**config.mk**
```make
export PLATFORM = sky130hd
export DESIGN_NAME = dev_bus_host
export DESIGN_NICKNAME = d
export VERILOG_FILES = /design/src/rtl/dev_bus_pkg.sv /design/src/rtl/dev_bus_host.sv
export SDC_FILE = /design/constraint.sdc
export NUM_CORES = 1
export LEC_CHECK = 0
export CAP_MARGIN = 20
export CORE_ASPECT_RATIO = 1.25
export CORE_MARGIN = 4
export CORE_UTILIZATION = 40
export DETAILED_ROUTE_END_ITERATION = 8
export PLACE_DENSITY = 0.79
export SYNTH_ARGS = -nofsm -noshare
export SYNTH_HDL_FRONTEND = slang
export SYNTH_SLANG_ARGS = --single-unit
```
**constraint.sdc**
```tcl
create_clock -name clk_i -period 2 [get_ports clk_i]
set_input_delay 0.5 -clock clk_i [delete_from_list [all_inputs] [get_ports clk_i]]
set_output_delay 0.5 -clock clk_i [all_outputs]
set_load 0.1 [all_outputs]
```
**src/rtl/dev_bus_pkg.sv**
```systemverilog
// Shared types for the device-bus host: FSM state encoding plus command and
// response records at the default bus width, for client logic that talks to
// dev_bus_host without overriding its width.
package dev_bus_pkg;

    localparam int unsigned DevBusWidth   = 32;
    localparam int unsigned DevBusBeWidth = 4;

    typedef enum logic [1:0] {
        IDLE = 2'd0,
        REQ  = 2'd1,
        WAIT = 2'd2,
        RESP = 2'd3
    } dev_bus_host_state_e;

    typedef struct packed {
        logic                     we;
        logic [DevBusWidth-1:0]   addr;
        logic [DevBusBeWidth-1:0] be;
        logic [DevBusWidth-1:0]   wdata;
    } dev_bus_cmd_t;

    typedef struct packed {
        logic [DevBusWidth-1:0] rdata;
        logic                   err;
        logic                   timeout;
    } dev_bus_rsp_t;

endpackage

```
**src/rtl/dev_bus_host.sv**
```systemverilog
// Single-outstanding device-bus initiator. Accepts one command from a local
// client, runs the req/gnt then rvalid handshake on the bus, and returns one
// response. Every transaction is bounded by a REQ+WAIT cycle budget; a
// transaction that runs out of budget is answered with err and timeout set.
module dev_bus_host
    import dev_bus_pkg::*;
#(
    parameter int unsigned BusWidth      = DevBusWidth,
    parameter int unsigned TimeoutCycles = 256
) (
    input  logic                     clk_i,
    input  logic                     rst_i,

    input  logic                     cmd_valid_i,
    output logic                     cmd_ready_o,
    input  logic                     cmd_we_i,
    input  logic [BusWidth-1:0]      cmd_addr_i,
    input  logic [DevBusBeWidth-1:0] cmd_be_i,
    input  logic [BusWidth-1:0]      cmd_wdata_i,

    output logic                     rsp_valid_o,
    input  logic                     rsp_ready_i,
    output logic [BusWidth-1:0]      rsp_rdata_o,
    output logic                     rsp_err_o,
    output logic                     rsp_timeout_o,

    output logic                     host_req_o,
    input  logic                     host_gnt_i,
    output logic [BusWidth-1:0]      host_addr_o,
    output logic                     host_we_o,
    output logic [DevBusBeWidth-1:0] host_be_o,
    output logic [BusWidth-1:0]      host_wdata_o,
    input  logic                     host_rvalid_i,
    input  logic [BusWidth-1:0]      host_rdata_i,
    input  logic                     host_err_i,

    output logic                     busy_o
);

    // Same shape as the package records, but sized by this instance's width.
    typedef struct packed {
        logic                     we;
        logic [BusWidth-1:0]      addr;
        logic [DevBusBeWidth-1:0] be;
        logic [BusWidth-1:0]      wdata;
    } cmd_t;

    typedef struct packed {
        logic [BusWidth-1:0] rdata;
        logic                err;
        logic                timeout;
    } rsp_t;

    dev_bus_host_state_e state_q, state_d;
    cmd_t                cmd_q, cmd_d;
    rsp_t                rsp_q, rsp_d;

    logic cmd_accept;
    logic in_flight;
    logic timeout_hit;

    assign cmd_accept = (state_q == IDLE) && cmd_valid_i;
    assign in_flight  = (state_q == REQ) || (state_q == WAIT);

    if (TimeoutCycles > 0) begin : g_timeout
        localparam int unsigned CountWidth = $clog2(TimeoutCycles + 1);
        localparam logic [CountWidth-1:0] CountLast = CountWidth'(TimeoutCycles - 1);

        logic [CountWidth-1:0] count_q;

        // Budget counter: restarts on each accepted command, runs while on the bus.
        always_ff @(posedge clk_i) begin
            if (rst_i) begin
                count_q <= '0;
            end else if (cmd_accept) begin
                count_q <= '0;
            end else if (in_flight) begin
                count_q <= count_q + CountWidth'(1);
            end
        end

        assign timeout_hit = in_flight && (count_q == CountLast);
    end else begin : g_no_timeout
        assign timeout_hit = 1'b0;
    end

    // State, command and response registers.
    always_ff @(posedge clk_i) begin
        if (rst_i) begin
            state_q <= IDLE;
            cmd_q   <= '0;
            rsp_q   <= '0;
        end else begin
            state_q <= state_d;
            cmd_q   <= cmd_d;
            rsp_q   <= rsp_d;
        end
    end

    // Next state plus register loads; a grant or rvalid in the expiry cycle beats the timeout.
    always_comb begin
        state_d = state_q;
        cmd_d   = cmd_q;
        rsp_d   = rsp_q;

        unique case (state_q)
            IDLE: begin
                if (cmd_valid_i) begin
                    cmd_d.we    = cmd_we_i;
                    cmd_d.addr  = {cmd_addr_i[BusWidth-1:2], 2'b00};
                    cmd_d.be    = cmd_be_i;
                    cmd_d.wdata = cmd_wdata_i;
                    state_d     = REQ;
                end
            end
            REQ: begin
                if (host_gnt_i) begin
                    state_d = WAIT;
                end else if (timeout_hit) begin
                    rsp_d.rdata   = '0;
                    rsp_d.err     = 1'b1;
                    rsp_d.timeout = 1'b1;
                    state_d       = RESP;
                end
            end
            WAIT: begin
                if (host_rvalid_i) begin
                    rsp_d.rdata   = cmd_q.we ? '0 : host_rdata_i;
                    rsp_d.err     = host_err_i;
                    rsp_d.timeout = 1'b0;
                    state_d       = RESP;
                end else if (timeout_hit) begin
                    rsp_d.rdata   = '0;
                    rsp_d.err     = 1'b1;
                    rsp_d.timeout = 1'b1;
                    state_d       = RESP;
                end
            end
            RESP: begin
                if (rsp_ready_i) begin
                    state_d = IDLE;
                end
            end
            default: begin
                state_d = IDLE;
            end
        endcase
    end

    assign cmd_ready_o   = (state_q == IDLE);
    assign busy_o        = (state_q != IDLE);

    assign host_req_o    = (state_q == REQ);
    assign host_addr_o   = cmd_q.addr;
    assign host_we_o     = cmd_q.we;
    assign host_be_o     = cmd_q.be;
    assign host_wdata_o  = cmd_q.wdata;

    assign rsp_valid_o   = (state_q == RESP);
    assign rsp_rdata_o   = rsp_q.rdata;
    assign rsp_err_o     = rsp_q.err;
    assign rsp_timeout_o = rsp_q.timeout;

endmodule
```
# Word-level counts from Yosys, hierarchy flattened
# Index checks and enable logic that the tools add are counted.
dict set report totals {
  reg_bits 112
  in_bits 108
  output_inout_bits 107
  elab_cells 38
}
dict set report classes {
  n_addsub 1
  eq_ne 7
  mux 11
  reduce_logical 10
}
# op n
set op_table {}
lappend op_table {{$mux W34} 3}
lappend op_table {{$pmux W34 S2} 1}
lappend op_table {{$mux W32} 1}
lappend op_table {{$mux W2} 5}
lappend op_table {{$add A9 B1 Y9 const B} 1}
lappend op_table {{$eq A9 B8 Y1 const B} 1}
lappend op_table {{$pmux W2 S4} 1}
lappend op_table {{$reduce_and A2 Y1} 3}
lappend op_table {{$eq A2 B2 Y1 const B} 2}
lappend op_table {{$ne A2 B2 Y1 const B} 2}
lappend op_table {{$reduce_bool A2 Y1} 2}
lappend op_table {{$eq A2 B1 Y1 const B} 1}
lappend op_table {{$logic_and A1 B1 Y1} 2}
lappend op_table {{$logic_not A2 Y1} 1}
lappend op_table {{$ne A2 B1 Y1 const B} 1}
lappend op_table {{$reduce_or A2 Y1} 1}
lappend op_table {{$logic_or A1 B1 Y1} 1}

# Depth between registers and ports, before layout
# Gate-level depths: netlist (run 1).
dict set report logic_depth {
  ltp_word 6
  ltp_mapped 8
  depth_no_buf 7
}

# Least setup slack after synthesis (run 1)
# No wires, ideal clock.
dict set report synth_path {
  kind {register -> register}
  start {register state_q[0]}
  end {register state_q[1]}
  setup_ps 122
  arrival_ps 2631
  required_ps 1878
  path_slack_ps -753
  path_stages_with_launch 6
  n_path_buf 0
  synth_period_minus_slack_ps 2753
  cell_sequence {dfxtp_1 -> inv_1 -> ha_1 -> inv_1 -> and2_1 -> a311o_1}
}
dict set report synth_between {
  word_cells_on_any_way 13
  cone_classes {eq/ne (5); mux (4); reduce/logical (4)}
}
# element line_no
set synth_rtl {}
lappend synth_rtl {{start: declaration} dev_bus_host.sv:54} ;# dev_bus_host_state_e state_q, state_d;
lappend synth_rtl {{start signal: assignment} dev_bus_host.sv:94} ;# state_q <= state_d;
lappend synth_rtl {{$logic_not A2 Y1 *} -}
lappend synth_rtl {{via cmd_ready_o} dev_bus_host.sv:15} ;# output logic cmd_ready_o,
lappend synth_rtl {{$ne A2 B2 Y1 (no line)} -}
lappend synth_rtl {{$reduce_and A2 Y1 (no line)} -}
# The timed path passes the listed nets; every way through them passes the cells marked *.
# A chain may end at the register's enable or synchronous reset.

# Final worst setup path (run 1)
dict set report layout_path {
  start {register state_q[0]}
  end {output busy_o}
}
dict set report layout_between {
  elab_chain_cells 1
}
# element line_no
set layout_rtl {}
lappend layout_rtl {{$reduce_bool A2 Y1} dev_bus_host.sv:151} ;# assign busy_o = (state_q != IDLE);
lappend layout_rtl {{end: declaration} dev_bus_host.sv:37} ;# output logic busy_o
# No other way between the ends.

==> metrics.txt, run 1 <==
switching power share of the total=35.4%; fillers=~900; Design Power=approximately 6.2 mW; DRT Wirelength=12900 um; CP Cell Sequence=inv_1, ha_4, clkinvlp_4, buf_12; sequential share of power=39.0%; first-pass GRT wire length=20600 um; drt initial violations=166; final cell count without fillers=858; gr usage total=19.9%; DP Wirelength=9550 um; hold-critical path depth=2; Fmax achieved=0.522 GHz; maximum clock path buffer count=2; Max Slew Vio Count=0; final period utilization=95.8%; Hold Violations, Final=0; layout cells sized above 1=20.2%; largest net degree at the start of global routing=between 60 and 70; I/O pins=215; Core Region=about 11000 um2; total CTS buffers=9; CP Data Arrival Time=1.42 ns; slowest stage delay, CP=0.43 ns; WP buf/inv=3; Reg-to-Reg Start=state_q[0]$_SDFFE_PP0P_; mapped cell area=4400 um2; area delta synth->final=55.6%; slew at the pin with the worst max-slew slack=0.686 ns; CP Data Required Time=1.50 ns; nets@finish=approximately 840; # rows=42; Lkg Pwr=2.69 nW; Post-CTS Setup Inserts=0; crit end category=output pin; Period minus WS final=1.92 ns; synthesized instance count=528; Initial DRT Pass Iterations=6; DRC Markers=0; Sink Count=112; Psw=2.20 mW; Worst Hold Class=in2reg; Slowest-stage cell, CP=dfxtp_1; CTS tree=done; placed insts=843; FF-to-FF End=rsp_rdata_o[6]$_SDFFE_PP0P_; Synth cell types=36; Int Pwr=approximately 4.0 mW; R2R Setup Slk=~0.14 ns; clock slew at the register clock pins of the worst setup and hold paths=around 0.07 ns; ANT cells=0; Die H=125 um; number of antenna violations at the first check in global routing=0; CTS-repair resized insts=0; Ys Warns=0; final setup skew=0.00878 ns; final setup fails=0; worst hold path endpoint=rsp_err_o$_SDFFE_PP0P_; Die Width=roughly 100 um; Die Area=12700 um2; Clock Latency Late Sink=roughly 0.34 ns; wire per inst=about 15 um; outcome=finished, final reports clean; unrepaired setup endpoints after global routing=false; Antenna Nets Post-Route=0; total gr overflow=0; pwr/cell area=around 910 nW/um2; peak supply drop=between 500 and 600 uV; max-cap violations=0; GPL Wtd Cong=0.784; crit path max fanout=5; CP startpoint kind=register; crit-path leading delay family=flip-flops; Initial Utilization=between 40% and 50%; hold_buf cts=0; critical path class=reg2out; HP Start=rst_i; Vias/cell=5.08; CTS root buffer=clkbuf_16; Slew HR=54.2%; combinational power share=between 30% and 40%; CTS H-tree lvls=3; vias in the first global route=4393; #FFs+latches synth=roughly 110; Port Buffers=210; hold_ws=0.430 ns; syn avg cell area=8.33 um2; Reg2Reg Depth=6; sequential area share after synthesis=between 50% and 60%; clock share of power=between 30% and 40%; via count of the routed design=4361
-- how the worst max path moves through the flow --
| stage | startpoint | endpoint | slack (ns) | depth (start not counted) |
|---|---|---|---|---|
| 3_5_place_dp | host_gnt_i | rsp_timeout_o$_SDFFE_PP0P_ | 0.02 | 5 |
| 3_3_place_gp | host_gnt_i | rsp_timeout_o$_SDFFE_PP0P_ | 0.02 | 5 |
| 4_1_cts | state_q[0]$_SDFFE_PP0P_ | busy_o | 0.08 | 4 |
| 5_1_grt | state_q[0]$_SDFFE_PP0P_ | busy_o | 0.02 | 4 |
| 6_report | state_q[0]$_SDFFE_PP0P_ | busy_o | 0.08 | 4 |
| 2_1_floorplan | state_q[0]$_SDFFE_PP0P_ | state_q[1]$_SDFFE_PP0P_ | -0.09 | 5 |
-- per-stage QoR --
stage	util, %	TNS, ns	area [um2]	setup WS, ns
final	64.2	0	6840	0.0846
after detailed placement	61.2	0	6530	0.0230
after global routing	64.2	0	6840	0.0215
after floorplan	-	-0.0858	4420	-0.0858
after global placement	61.2	0	6530	0.0242
after CTS	64.2	0	6840	0.0784
-- layout make-up --
type                            instances  area, um2  share of cell area (%)
Clock buffer                            9        225                    3.29
Clock inverter                          6       85.1                    1.24
Inverter                                6       26.3                   0.384
Multi-Input combinational cell        365       1930                    28.2
Sequential cell                       112       2240                    32.8
Tap cell                              132        165                    2.41
Timing Repair Buffer                  228       2170                    31.7
-- cell usage after synthesis --
cell type	count	area share, %
nand2_1	141	12
dfxtp_1	112	51
a21oi_1	103	12
o21ai_0	34	3.9
clkbuf_1	33	2.8
nand4b_1	31	6.2
nor2_1	9	0.77
ha_1	7	2.0
buf_2	6	0.68
inv_1	6	0.51
buf_6	5	1.3
and2_1	4	0.57
nand3_1	4	0.46
a211oi_1	3	0.51
nand4_1	3	0.43
xor2_1	3	0.60
buf_4	2	0.34
nand2b_1	2	0.28
or3_1	2	0.28
or4_1	2	0.34
a311o_1	1	0.23
a311oi_1	1	0.20
a31oi_1	1	0.14
and2_4	1	0.20
and4_1	1	0.20
conb_1	1	0.085
mux2i_1	1	0.23
nand3b_1	1	0.17
nor2b_1	1	0.14
nor3_1	1	0.11
o221a_2	1	0.26
o31a_1	1	0.20
o31ai_1	1	0.17
o32ai_1	1	0.20
o41ai_4	1	0.63
xnor2_1	1	0.20
-- cell usage in the layout (no fill, tap or decap), types with 9 or more instances in the layout --
cell               n
a21oi_1          103
buf_12            16
buf_4            107
clkbuf_16          9
clkdlybuf4s50_1  104
dfxtp_1          112
nand2_1          140
nand4b_1          31
nor2_1             9
o21ai_0           34
-- logic make-up after synthesis --
logic type	share of synthesized area [%]
compound gates	18.1
fa+ha+maj	1.99
mux	0.228
flops	51.0
xor+xnor	0.797
other cells	0.0853
simple gates	22.2
buf+inv	5.63
-- worst reg2reg max path, delay by kind of cell, from the launching register on --
kind	cells	cell delay, ns
adder cells (fa/ha/maj)	1	0.27
buffers and inverters	2	0.38
AO/OA/AOI/OAI	2	0.47
AND/OR/NAND/NOR	1	0.21
flip-flops	1	0.43
-- registers in the layout, summed over array words and instances, names as in the netlist --
signal	count
g_timeout.count_q	9
host_addr_o	30
host_we_o	1
rsp_timeout_o	1
rsp_rdata_o	32
host_wdata_o	32
rsp_err_o	1
host_be_o	4
state_q	2
-- per-layer routing --
metal  GRT usage, %  routed length (um)
met1           23.2                4990
met2           33.3                6180
met3           6.74                1410
met4           7.36                 280
met5              0                   0
-- power by group through the flow --
stage	registers (mW)	clock network, mW	logic (mW)
finish	2.43	1.88	1.92
global route	2.44	2.01	2.01
CTS	2.43	1.92	1.93
detailed placement	2.48	0	1.92
global placement	2.47	0	1.91
floorplan	3.27	0	0.512
Note: power is estimated with default switching activity, not from simulation.
==> inputs of run 2 (changes only) <==
Settings changed: SLEW_MARGIN set to 30.
==> results of run 2 <==
The final DEF is identical to that of run 1; final timing and power are the same.
